`src/rtl/wb_router.sv`:
```
// Write-back steering: routes each accepted result word to the register-file
// write port or the stallable data-memory write port. Optional counters: WB_ROUTER_STATS_EN.
module wb_router #(
  parameter int DW         = 16,
  parameter int RF_AW      = 4,
  parameter int DM_AW      = 8,
  parameter int DM_TIMEOUT = 15
) (
  input  logic             Clk,
  input  logic             ResetN,
  input  logic             in_valid,
  output logic             in_ready,
  input  logic             in_sel,
  input  logic [DM_AW-1:0] in_addr,
  input  logic [DW-1:0]    in_data,
  output logic             rf_we,
  output logic [RF_AW-1:0] rf_waddr,
  output logic [DW-1:0]    rf_wdata,
  output logic             dm_we,
  output logic [DM_AW-1:0] dm_addr,
  output logic [DW-1:0]    dm_wdata,
  input  logic             dm_ready,
  output logic             err
`ifdef WB_ROUTER_STATS_EN
  ,
  output logic [15:0]      rf_count,
  output logic [15:0]      dm_count,
  output logic [7:0]       to_count
`endif
);

  typedef enum logic [1:0] {
    IDLE  = 2'd0,
    RF_WR = 2'd1,
    DM_WR = 2'd2
  } state_t;

  // Wait counter only has to reach DM_TIMEOUT-1; with DM_TIMEOUT=0 it just wraps.
  localparam int            CW      = (DM_TIMEOUT > 1) ? $clog2(DM_TIMEOUT) : 1;
  localparam logic [CW-1:0] TO_LAST = CW'((DM_TIMEOUT > 0) ? (DM_TIMEOUT - 1) : 0);

  state_t           state_q, state_d;
  logic [CW-1:0]    cnt_q, cnt_d;
  logic             rf_we_d, dm_we_d, err_d;
  logic [RF_AW-1:0] rf_waddr_d;
  logic [DW-1:0]    rf_wdata_d, dm_wdata_d;
  logic [DM_AW-1:0] dm_addr_d;
  logic             timeout_hit;

  assign in_ready    = (state_q == IDLE);
  assign timeout_hit = (DM_TIMEOUT != 0) && (cnt_q == TO_LAST);

  // NOTE: every signal written here gets a default first, so no path leaves one
  // unassigned and no latch is inferred.
  always_comb begin
    state_d    = state_q;
    cnt_d      = cnt_q;
    rf_we_d    = 1'b0;
    dm_we_d    = dm_we;
    err_d      = 1'b0;
    rf_waddr_d = rf_waddr;
    rf_wdata_d = rf_wdata;
    dm_addr_d  = dm_addr;
    dm_wdata_d = dm_wdata;

    unique case (state_q)
      IDLE: begin
        if (in_valid) begin
          if (!in_sel) begin
            rf_waddr_d = in_addr[RF_AW-1:0];
            rf_wdata_d = in_data;
            rf_we_d    = 1'b1;
            state_d    = RF_WR;
          end else begin
            dm_addr_d  = in_addr;
            dm_wdata_d = in_data;
            dm_we_d    = 1'b1;
            cnt_d      = '0;
            state_d    = DM_WR;
          end
        end
      end

      RF_WR: begin
        state_d = IDLE;
      end

      DM_WR: begin
        // An acknowledge on the expiry edge still counts as a completed write.
        if (dm_ready) begin
          dm_we_d = 1'b0;
          state_d = IDLE;
        end else if (timeout_hit) begin
          dm_we_d = 1'b0;
          err_d   = 1'b1;
          state_d = IDLE;
        end else begin
          cnt_d = cnt_q + 1'b1;
        end
      end

      default: begin
        dm_we_d = 1'b0;
        state_d = IDLE;
      end
    endcase
  end

  // NOTE: state is updated with non-blocking assignments so every register
  // samples the pre-edge values computed above.
  always_ff @(posedge Clk or negedge ResetN) begin
    if (!ResetN) begin
      state_q  <= IDLE;
      cnt_q    <= '0;
      rf_we    <= 1'b0;
      dm_we    <= 1'b0;
      err      <= 1'b0;
      rf_waddr <= '0;
      rf_wdata <= '0;
      dm_addr  <= '0;
      dm_wdata <= '0;
    end else begin
      state_q  <= state_d;
      cnt_q    <= cnt_d;
      rf_we    <= rf_we_d;
      dm_we    <= dm_we_d;
      err      <= err_d;
      rf_waddr <= rf_waddr_d;
      rf_wdata <= rf_wdata_d;
      dm_addr  <= dm_addr_d;
      dm_wdata <= dm_wdata_d;
    end
  end

`ifdef WB_ROUTER_STATS_EN
  // Counters step on the edge that completes the write or the timeout.
  always_ff @(posedge Clk or negedge ResetN) begin
    if (!ResetN) begin
      rf_count <= '0;
      dm_count <= '0;
      to_count <= '0;
    end else begin
      if (state_q == RF_WR)
        rf_count <= rf_count + 16'd1;
      if (state_q == DM_WR && dm_ready)
        dm_count <= dm_count + 16'd1;
      if (state_q == DM_WR && !dm_ready && timeout_hit)
        to_count <= to_count + 8'd1;
    end
  end
`endif

  a_one_dest: assert property (@(posedge Clk) disable iff (!ResetN) !(rf_we && dm_we));
  a_err_pulse: assert property (@(posedge Clk) disable iff (!ResetN) err |=> !err);

endmodule

```
`config.mk`:
```
export PLATFORM = sky130hd
export DESIGN_NAME = wb_router
export DESIGN_NICKNAME = d
export VERILOG_FILES = /design/src/rtl/wb_router.sv
export SDC_FILE = /design/constraint.sdc
export NUM_CORES = 1
export LEC_CHECK = 0
export BUFFER_PORTS_ARGS = -buffer_cell sky130_fd_sc_hd__buf_4
export CAP_MARGIN = 10
export CORE_MARGIN = 4
export CORE_UTILIZATION = 49
export DETAILED_ROUTE_END_ITERATION = 6
export GPL_ROUTABILITY_DRIVEN = 0
export HOLD_SLACK_MARGIN = 0.02
export PLACE_DENSITY = 0.79
export SYNTH_ARGS = -nofsm -noshare
export SYNTH_HDL_FRONTEND = slang
export SYNTH_SLANG_ARGS = --single-unit
```
`constraint.sdc`:
```
create_clock -name Clk -period 1.74 [get_ports Clk]
set_input_delay 0.087 -clock Clk [delete_from_list [all_inputs] [get_ports Clk]]
set_output_delay 0.087 -clock Clk [all_outputs]
set_load 0.01 [all_outputs]
```
### Yosys cells after proc, flatten, opt, wreduce, memory -nomap -nowiden

Cells that the tools add are included.
Widths: inputs -> output; s select.

* output and inout bits: 48
* word-level logic and storage cells: 48
* input bits: 29
* register bits after elaboration: 53

* mux-type cells: 21
* eq/ne operators: 8
* bitwise operators: 2
* reductions and logical operators: 7
* add/subtract/negate cells: 1

Operators by type and width (count)
* $mux 4: 4
* $mux 1: 10
* $mux 2: 4
* $pmux 4 s2: 1
* $ne 2x2->1 const B: 3
* $reduce_and 3->1: 2
* $reduce_and 5->1: 1
* $add 4x1->4 const B: 1
* $eq 4x4->1 const B: 1
* $pmux 2 s2: 1
* $reduce_and 4->1: 1
* $ne 3x3->1 const B: 1
* $pmux 1 s3: 1
* $eq 2x1->1 const B: 1
* $eq 2x2->1 const B: 1
* $logic_not 2->1: 1
* $ne 2x1->1 const B: 1
* $not 1->1: 2
* $reduce_and 2->1: 1
* $reduce_bool 2->1: 1

### Longest topological paths before layout

Gate-level depths: netlist (run 1).

* depth after elaboration: 4
* gate-level depth with buffers: 5
* gate-level depth less buffers: 5

### Worst setup path before layout (run 1)

Ideal clock, no wire load.

* path kind: register to register
* start point: register state_q[0]
* end point: register rf_waddr[2]
* arrival: 1337 ps
* buffers on the path: 2
* cell stages (with the launch flop): 5
* path slack: 278 ps
* clock period less this slack: 1462 ps
* library setup time: 125 ps
* data required time: 1615 ps
* cells stage by stage: dfrtp_1 > buf_4 > nor4b_4 > buf_6 > mux2_2

* longest elaborated chain between the ends: 2

Ends and longest elaborated chain
* start: declaration: RTL line 42 `state_t state_q, state_d;`
* start signal: assignment: RTL line 123 `state_q <= state_d;`
* $logic_not 2->1: RTL line 66 `unique case (state_q)`
* $reduce_and 3->1 (no line)
* end signal: assignment: RTL line 128 `rf_waddr <= rf_waddr_d;`
* end: declaration: RTL line 17 `output logic [RF_AW-1:0] rf_waddr,`

No other way between the ends.
A chain may end at the register's enable or synchronous reset.

### Worst setup path in the final report (run 1)

* start point: register cnt_q[0]
* end point: register cnt_q[0]

* longest elaborated chain between the ends: 4
* elaborated cells on any way between the ends: 7
* those cells by class: add/sub: 1; eq/ne: 2; mux: 3; reduce/logical: 1

Ends and longest elaborated chain
* start: declaration: RTL line 43 `logic [CW-1:0] cnt_q, cnt_d;`
* start signal: assignment: RTL line 124 `cnt_q <= cnt_d;`
* $add 4x1->4: RTL line 98 `cnt_d = cnt_q + 1'b1;`
* $mux 4: RTL line 93 `end else if (timeout_hit) begin`
* $mux 4: RTL line 90 `if (dm_ready) begin`
* $pmux 4 s2: RTL line 66

Several ways; a longest one is shown, not always the timed one. The select of a mux whose other input is x is not followed.

==> results.sh, run 1 <==
export IMPL_maxSlewViolCount=0
export IMPL_grt_use_total_pct=18.1
export IMPL_cellPowerDensity_nw_per_um2=1370
export IMPL_layout_drive_gt1_share_pct=57.0
export IMPL_layout_common_cells="buf_4 (80), dfrtp_1 (53), mux2_2 (43), dlygate4sd3_1 (9), clkbuf_8 (5)"
export IMPL_cts_made_buffers=5
export IMPL_start_util_pct=52.4
export IMPL_fin_crit_ns=1.60
export IMPL_cp_arrival_ns=1.84
export IMPL_cp_slowest_cell="a22oi_1"
export IMPL_crit_type="register to register"
export IMPL_syn_avg_cell_area_um2=15.5
export IMPL_pin_count=77
export IMPL_clk_insertion_delay_late_ns=0.29
export IMPL_ant_nets=0
export IMPL_grt_pass1_wl_um=7590
export IMPL_port_buffers=76
export IMPL_fin_nets=260
export IMPL_cts_max_level=2
export IMPL_highest_layer="met4"
export IMPL_yosys_warnings=0
export IMPL_rows=23
export IMPL_drv_cap=0
export IMPL_ctsRootBufferMaster="clkbuf_8"
export IMPL_status="finished clean"
export IMPL_wl_met1_um=1750
export IMPL_worst_ep_required_time_ns=1.97
export IMPL_globalRouteOverflowTotal=0
export IMPL_drc_errors=0
export IMPL_cts_buffer_depth=2
export IMPL_drtIter0Drc=57
export IMPL_layout_cells_most_common="buf_4"
export IMPL_synth_cell_area_um2=2160
export IMPL_synth_ff_latch_count=53
export IMPL_core_area_um2=4120
export IMPL_die_area_um2=5530
export IMPL_post_cts_buffers=0
export IMPL_antenna_found_initial=0
export IMPL_antennaDiodeCount=0
export IMPL_vdd_drop_max_v=0.000797
export IMPL_fmax_mhz=624
export IMPL_dpl_cell_area_um2=2760
export IMPL_yosysUniqueCellTypes=30
export IMPL_crit_path_start="cnt_q[0]"
export IMPL_die_h_um=74.4
export IMPL_finalWirelength_um=4750
export IMPL_viasPerCell=5.26
export IMPL_tns_ns=0
export IMPL_worstPathMaxFanout=5
export IMPL_setup_violations=0
export IMPL_wl_met3_um=344
export IMPL_start_kind="register"
export IMPL_syn_inst=139
export IMPL_routedWlPerCell_um=17.0
export IMPL_hp_class="primary input to register"
export IMPL_worst_pin_slew_ns=0.650
export IMPL_clk_pin_slew_ns=0.09
export IMPL_rsz0062_at_grt="false"
export IMPL_syn_to_final_growth_pct=35.7
export IMPL_routed_wl_met2_um=2630
export IMPL_ys_seq_area_share_pct=61.5
export IMPL_syn_num_nets=170
export IMPL_place_detailed_hpwl_um=3550
export IMPL_cp_end_kind="register"
export IMPL_crit_path_max_incr_delay_ns=0.43
export IMPL_dr_pass1_iters=4
export IMPL_cp_cell_sequence="inv_1 > ha_1 > nand3_1 > a22oi_1 > o31a_1"
export IMPL_p_leak_nw=1.37
export IMPL_slew_headroom_pct=56.7
export IMPL_skew_ns=0.0101
export IMPL_r2r_start="cnt_q[0]"
export IMPL_clock_sinks=53
export IMPL_cts_tree="done"
export IMPL_hp_start="in_data[5]"
export IMPL_grt_max_degree=54
export IMPL_die_w_um=74.4
export IMPL_grt_pass1_vias=1632
export IMPL_hold_viol=0
export IMPL_final_period_utilization_pct=92.1
export IMPL_vias=1473
export IMPL_fin_area_um2=2930
-- report_power, final --
group	switching [mW]	internal (mW)
Clock	0.361	0.287
Sequential	0.280	1.63
Combinational	0.597	0.863
-- cells by family after synthesis --
| family | count (synthesis) | share of synthesized area [%] |
|---|---|---|
| AO/OA/AOI/OAI | 13 | 4.58 |
| adder cells (fa/ha/maj) | 2 | 1.16 |
| buffers and inverters | 9 | 3.48 |
| flip-flops | 53 | 61.5 |
| multiplexers | 44 | 23.0 |
| AND/OR/NAND/NOR | 18 | 6.32 |
-- final cells by class --
| type | instances | area [µm²] |
|---|---|---|
| clock buffers | 8 | 80.1 |
| fillers | 299 | 1190 |
| inverters | 3 | 11.3 |
| multi-input cells | 77 | 756 |
| flip-flops and latches | 53 | 1330 |
| well taps | 50 | 62.6 |
| repair buffers | 89 | 691 |
-- worst max-delay path, delay by kind of cell, from the launching register on --
family | cells | cell delay [ns]
flops | 1 | 0.42
buf+inv | 1 | 0.12
simple gates | 1 | 0.17
fa+ha+maj | 1 | 0.19
compound gates | 2 | 0.64
-- cells in the mapped netlist --
library cell  count  area, µm²
a22oi_1           1       7.51
a22o_1            2       17.5
nor2_1            4       15.0
and3_1            1       6.26
nand2_1           1       3.75
o31a_1            1       8.76
nand3_1           2       10.0
nor4b_1           1       8.76
nor3_1            2       10.0
buf_6             5       56.3
ha_1              2       25.0
nor3_4            1       16.3
and3b_1           1       8.76
or3b_1            1       8.76
a32o_1            1       10.0
nand2b_1          1       6.26
a211o_1           2       17.5
dfrtp_1          53       1330
o21a_1            1       7.51
a21oi_1           1       5.00
nor4b_4           1       23.8
nor2b_1           1       6.26
inv_1             3       11.3
a211oi_1          1       7.51
buf_4             1       7.51
mux2_2           43        484
o21ai_0           2       10.0
nor3b_2           1       12.5
mux2_1            1       11.3
a21o_1            1       7.51
-- flip-flops by register name (all words and copies together) (netlist names), 2 cells and up --
signal / flops
rf_wdata: 16
cnt_q: 4
state_q: 2
dm_wdata: 16
dm_addr: 8
rf_waddr: 4
-- layer usage --
layer	global-route usage [%]	vias to the layer above
li1	-	673
met1	19.8	747
met2	32.8	49
met3	6.62	4
met4	5.34	0
met5	0	-
-- timing repair --
action,4_1_cts,5_1_grt
hold buffers,4,5
gates resized for setup,0,0
endpoints found under the hold margin,56,5
-- worst paths after layout --
check                              end  slack, ns  cells after the start
min in group asynchronous     cnt_q[1]       0.36                      2
max in group asynchronous  dm_wdata[9]       0.94                      2
max                           cnt_q[0]       0.14                      5
min reg2reg                rf_wdata[9]       0.52                      1
max reg2reg                   cnt_q[0]       0.14                      5
min                        rf_wdata[5]       0.03                      2
-- through the flow --
step                      hold slack [ns]  util, %  total power, mW  instances  worst slack [ns]
after global placement              0.145     67.0             3.31        263             0.219
after floorplan                    -0.209        -             2.60        139             0.278
final                              0.0338     71.1             4.01        280             0.137
after detailed placement            0.164     67.0             3.40        263             0.175
after global routing               0.0203     71.1             4.26        280            0.0113
after CTS                          0.0209     69.9             4.06        275             0.133
(Power assumes the default switching activity.)
==> run 2: changes to the inputs <==
--- a/config.mk
+++ b/config.mk
@@ -13,6 +13,7 @@
 export GPL_ROUTABILITY_DRIVEN = 0
 export HOLD_SLACK_MARGIN = 0.02
 export PLACE_DENSITY = 0.79
+export REMOVE_ABC_BUFFERS = 1
 export SYNTH_ARGS = -nofsm -noshare
 export SYNTH_HDL_FRONTEND = slang
 export SYNTH_SLANG_ARGS = --single-unit
==> results.sh, run 2 (same netlist as run 1, synthesis figures left out) <==
export IMPL_ant_nets=0
export IMPL_globalRouteOverflowTotal=0
export IMPL_worst_ep_required_time_ns=1.92
export IMPL_hold_viol=0
export IMPL_min_to="rf_waddr[2]"
export IMPL_ff2ff_path_depth=3
export IMPL_fin_area_um2=3050
export IMPL_maxSlewViolCount=0
export IMPL_crit_path_max_incr_delay_ns=0.53
export IMPL_drtIter0Drc=110
export IMPL_stdcell_count=287
export IMPL_pre_cts_ws_ns=0.159
export IMPL_port_buffers=76
export IMPL_drv_cap=0
export IMPL_cp_cell_sequence="nor4b_4 > buf_4 > mux2_2"
export IMPL_cts_resized_gates=0
export IMPL_antenna_found_initial=0
export IMPL_antennaDiodeCount=0
export IMPL_cts_tree="done"
export IMPL_cp_slowest_cell="dfrtp_1"
export IMPL_hp_start="in_addr[2]"
export IMPL_layout_drive_gt1_share_pct=56.5
export IMPL_skew_ns=0.00525
export IMPL_core_area_um2=4120
export IMPL_crit_type="register to register"
export IMPL_p_total_mw=4.36
export IMPL_start_util_pct=52.4
export IMPL_cellPowerDensity_nw_per_um2=1430
export IMPL_cts_buffer_depth=2
export IMPL_syn_to_final_growth_pct=41.6
export IMPL_start_kind="register"
export IMPL_cp_arrival_ns=1.78
export IMPL_r2r_slack_ns=0.15
export IMPL_clk_pin_slew_ns=0.09
export IMPL_worst_pin_slew_ns=0.648
export IMPL_r2r_start="state_q[1]"
export IMPL_reg_largest_list="dm_wdata x16, rf_wdata x16, dm_addr x8"
export IMPL_postLayoutCoreUtil_pct=74.2
export IMPL_rows=23
export IMPL_die_area_um2=5530
export IMPL_layout_cells_most_common="buf_4"
export IMPL_whs_ns=0.0321
export IMPL_cts_made_buffers=5
export IMPL_grt_use_total_pct=18.9
export IMPL_grt_pass1_vias=1594
export IMPL_rr_endpoint="rf_waddr[1]"
export IMPL_pin_count=77
export IMPL_die_h_um=74.4
export IMPL_clock_sinks=53
export IMPL_clk_insertion_delay_late_ns=0.29
export IMPL_tns_ns=0
export IMPL_grt_max_degree=54
export IMPL_vias=1494
export IMPL_dr_pass1_iters=4
export IMPL_grt_pass1_wl_um=7890
export IMPL_layout_common_cells="buf_4 (80), dfrtp_1 (53), mux2_2 (43), dlygate4sd3_1 (16), clkbuf_8 (5)"
export IMPL_final_period_utilization_pct=91.5
export IMPL_vdd_drop_max_v=0.000918
export IMPL_hp_class="primary input to register"
export IMPL_die_w_um=74.4
export IMPL_fin_crit_ns=1.59
export IMPL_min_path_cells=2
export IMPL_fmax_mhz=628
export IMPL_worstPathMaxFanout=11
export IMPL_holdBufCountCts=12
export IMPL_fin_ws_ns=0.147
export IMPL_ctsRootBufferMaster="clkbuf_8"
export IMPL_p_leak_nw=1.43
export IMPL_dpl_cell_area_um2=2760
export IMPL_cp_end_kind="register"
export IMPL_status="finished clean"
export IMPL_cts_max_level=2
export IMPL_place_detailed_hpwl_um=3460
export IMPL_routedWlPerCell_um=16.9
export IMPL_rsz0062_at_grt="false"
export IMPL_post_cts_buffers=0
export IMPL_setup_violations=0
export IMPL_drc_errors=0
export IMPL_slew_headroom_pct=56.8
export IMPL_viasPerCell=5.21
export IMPL_placed_cells=263
export IMPL_finalWirelength_um=4850
export IMPL_fin_nets=267
==> run 2: cell count changes in the layout (fill, tap and decap cells not counted), sizes merged <==
cell,previous run,this run
clkbuf,8,5
inv,3,4
bufinv,0,2
dlygate4sd3,9,16
==> run 2: layout make-up <==
| cell class | count | area (µm²) |
|---|---|---|
| well taps | 50 | 62.6 |
| clock buffers | 5 | 68.8 |
| repair buffers | 96 | 761 |
| fillers | 257 | 1060 |
| flip-flops and latches | 53 | 1330 |
| multi-input cells | 77 | 756 |
| clock inverters | 3 | 68.8 |
| inverters | 3 | 11.3 |
==> run 2: report_power, final <==
| part | switching (mW) | internal, mW |
|---|---|---|
| Combinational | 0.613 | 0.876 |
| Clock | 0.390 | 0.579 |
| Sequential | 0.277 | 1.63 |
==> run 2: critical path: cells and delay by family (launching register included) <==
kind | cells | cell delay [ns]
DFF | 1 | 0.53
and+or+nand+nor | 1 | 0.35
muxes | 1 | 0.35
buffers and inverters | 1 | 0.25
==> run 2: per-layer routing <==
layer | part of all wire (%) | GRT usage, % | vias to the layer above
met1 | 38 | 23.7 | 736
met4 | 0.93 | 4.94 | 0
met2 | 53 | 32.2 | 64
met3 | 8.1 | 5.95 | 6
li1 | - | - | 688
met5 | 0 | 0 | -
==> run 2: how the worst max path moves through the flow <==
stage	from	endpoint	slack [ns]
after global routing	state_q[1]	rf_waddr[1]	0.06
after global placement	state_q[0]	rf_wdata[8]	0.23
after floorplan	state_q[1]	rf_waddr[0]	-0.13
after CTS	state_q[0]	rf_wdata[4]	0.15
final	state_q[1]	rf_waddr[1]	0.15
after detailed placement	state_q[1]	rf_wdata[4]	0.16
==> run 3: changes to the inputs <==
--- a/config.mk
+++ b/config.mk
@@ -8,11 +8,12 @@
 export BUFFER_PORTS_ARGS = -buffer_cell sky130_fd_sc_hd__buf_4
 export CAP_MARGIN = 10
 export CORE_MARGIN = 4
-export CORE_UTILIZATION = 49
+export CORE_UTILIZATION = 40
+export CTS_CLUSTER_SIZE = 16
 export DETAILED_ROUTE_END_ITERATION = 6
 export GPL_ROUTABILITY_DRIVEN = 0
 export HOLD_SLACK_MARGIN = 0.02
-export PLACE_DENSITY = 0.79
+export PLACE_DENSITY = 0.67
 export REMOVE_ABC_BUFFERS = 1
 export SYNTH_ARGS = -nofsm -noshare
 export SYNTH_HDL_FRONTEND = slang
==> results.sh, run 3 (same netlist as run 1, synthesis figures left out) <==
export IMPL_vias=1494
export IMPL_fmax_mhz=645
export IMPL_crit_path_max_incr_delay_ns=0.52
export IMPL_grt_pass1_wl_um=7600
export IMPL_pre_cts_ws_ns=0.190
export IMPL_grt_use_total_pct=15.2
export IMPL_cts_tree="done"
export IMPL_routed_wl_met2_um=2250
export IMPL_p_leak_nw=1.44
export IMPL_cellPowerDensity_nw_per_um2=1290
export IMPL_viasPerCell=4.74
export IMPL_syn_to_final_growth_pct=43.8
export IMPL_cp_arrival_ns=1.74
export IMPL_status="finished clean"
export IMPL_drtIter0Drc=63
export IMPL_die_area_um2=6630
export IMPL_reg_largest_list="dm_wdata x16, rf_wdata x16, dm_addr x8"
export IMPL_cts_buffer_depth=2
export IMPL_critPathBufInv=1
export IMPL_layout_common_cells="buf_4 (81), dfrtp_1 (53), mux2_2 (43), dlygate4sd3_1 (23), clkbuf_8 (5)"
export IMPL_p_total_mw=4.01
export IMPL_cp_slowest_cell="dfrtp_1"
export IMPL_cp_end_kind="register"
export IMPL_wl_met3_um=431
export IMPL_hold_viol=0
export IMPL_pin_count=77
export IMPL_ctsRootBufferMaster="clkbuf_8"
export IMPL_worst_pin_slew_ns=0.664
export IMPL_crit_type="register to register"
export IMPL_cp_cell_sequence="nor4b_4 > buf_4 > mux2_2"
export IMPL_rows=26
export IMPL_finalWirelength_um=4640
export IMPL_antenna_found_initial=0
export IMPL_worstPathMaxFanout=12
export IMPL_fin_crit_ns=1.55
export IMPL_antennaDiodeCount=0
export IMPL_start_util_pct=41.7
export IMPL_die_w_um=81.4
export IMPL_grt_pass1_vias=1538
export IMPL_routedWlPerCell_um=14.7
export IMPL_place_detailed_hpwl_um=3170
export IMPL_port_buffers=76
export IMPL_drv_cap=0
export IMPL_ant_nets=0
export IMPL_cts_max_level=2
export IMPL_skew_ns=0.00250
export IMPL_critPathTopFamily="flip-flops"
export IMPL_setup_violations=0
export IMPL_nFillCells=422
export IMPL_grt_max_degree=54
export IMPL_fin_ws_ns=0.189
export IMPL_core_area_um2=5170
export IMPL_clock_sinks=53
export IMPL_tns_ns=0
export IMPL_layout_drive_gt1_share_pct=54.7
export IMPL_placed_cells=284
export IMPL_slew_headroom_pct=55.7
export IMPL_fin_nets=275
export IMPL_start_kind="register"
export IMPL_maxSlewViolCount=0
export IMPL_stdcell_count=315
export IMPL_worst_ep_required_time_ns=1.93
export IMPL_clk_insertion_delay_late_ns=0.29
export IMPL_hp_class="primary input to register"
export IMPL_layout_cells_most_common="buf_4"
export IMPL_rsz0062_at_grt="false"
export IMPL_wl_met1_um=1950
export IMPL_dr_pass1_iters=4
export IMPL_vdd_drop_max_v=0.000556
export IMPL_final_period_utilization_pct=89.1
export IMPL_cts_resized_gates=0
export IMPL_clk_pin_slew_ns=0.09
export IMPL_die_h_um=81.4
export IMPL_highest_layer="met4"
export IMPL_cts_made_buffers=5
export IMPL_globalRouteOverflowTotal=0
export IMPL_drc_errors=0
## run 3: worst paths after layout
path	cells past startpoint	startpoint	slack, ns	to
setup / recovery	3	state_q[1]	0.19	rf_wdata[0]
hold / removal	2	in_data[0]	0.04	rf_wdata[0]
setup reg to reg	3	state_q[1]	0.19	rf_wdata[0]
hold reg to reg	1	dm_wdata[8]	0.49	dm_wdata[8]
max in group asynchronous	2	ResetN	0.94	dm_addr[5]
min in group asynchronous	2	ResetN	0.35	cnt_q[2]
## run 3: stage by stage
step | hold WS, ns | cell area [µm²] | util, %
2_1_floorplan | -0.209 | 2090 | -
3_3_place_gp | 0.172 | 2790 | 53.9
3_5_place_dp | 0.172 | 2790 | 53.9
4_1_cts | 0.0225 | 3080 | 59.6
5_1_grt | 0.0256 | 3100 | 60.0
6_report | 0.0372 | 3100 | 60.0
## run 3: area by class of cell
class	instances	area (µm²)	share of cell area (%)
sequential	53	1330	42.8
clock buffer	6	72.6	2.34
timing repair buffer	104	838	27.0
clock inverter	2	10.0	0.323
inverter	3	11.3	0.363
multi-input combinational	77	756	24.4
tap	70	87.6	2.82
## run 3: power by group
group / switching [mW] / internal (mW) / total [mW]
clock: 0.377 / 0.280 / 0.657
combinational: 0.591 / 0.884 / 1.47
sequential: 0.254 / 1.63 / 1.88
## run 3: timing repair
| item | in CTS | in global routing |
|---|---|---|
| buffers inserted | 0 | 0 |
| hold buffers | 21 | 2 |
| hold endpoints to repair | 80 | 2 |
## run 3: routing by layer
layer	up-vias	GRT usage, %
met5	-	0
met4	0	3.55
met3	2	6.58
met2	49	22.1
met1	732	20.9
li1	711	-
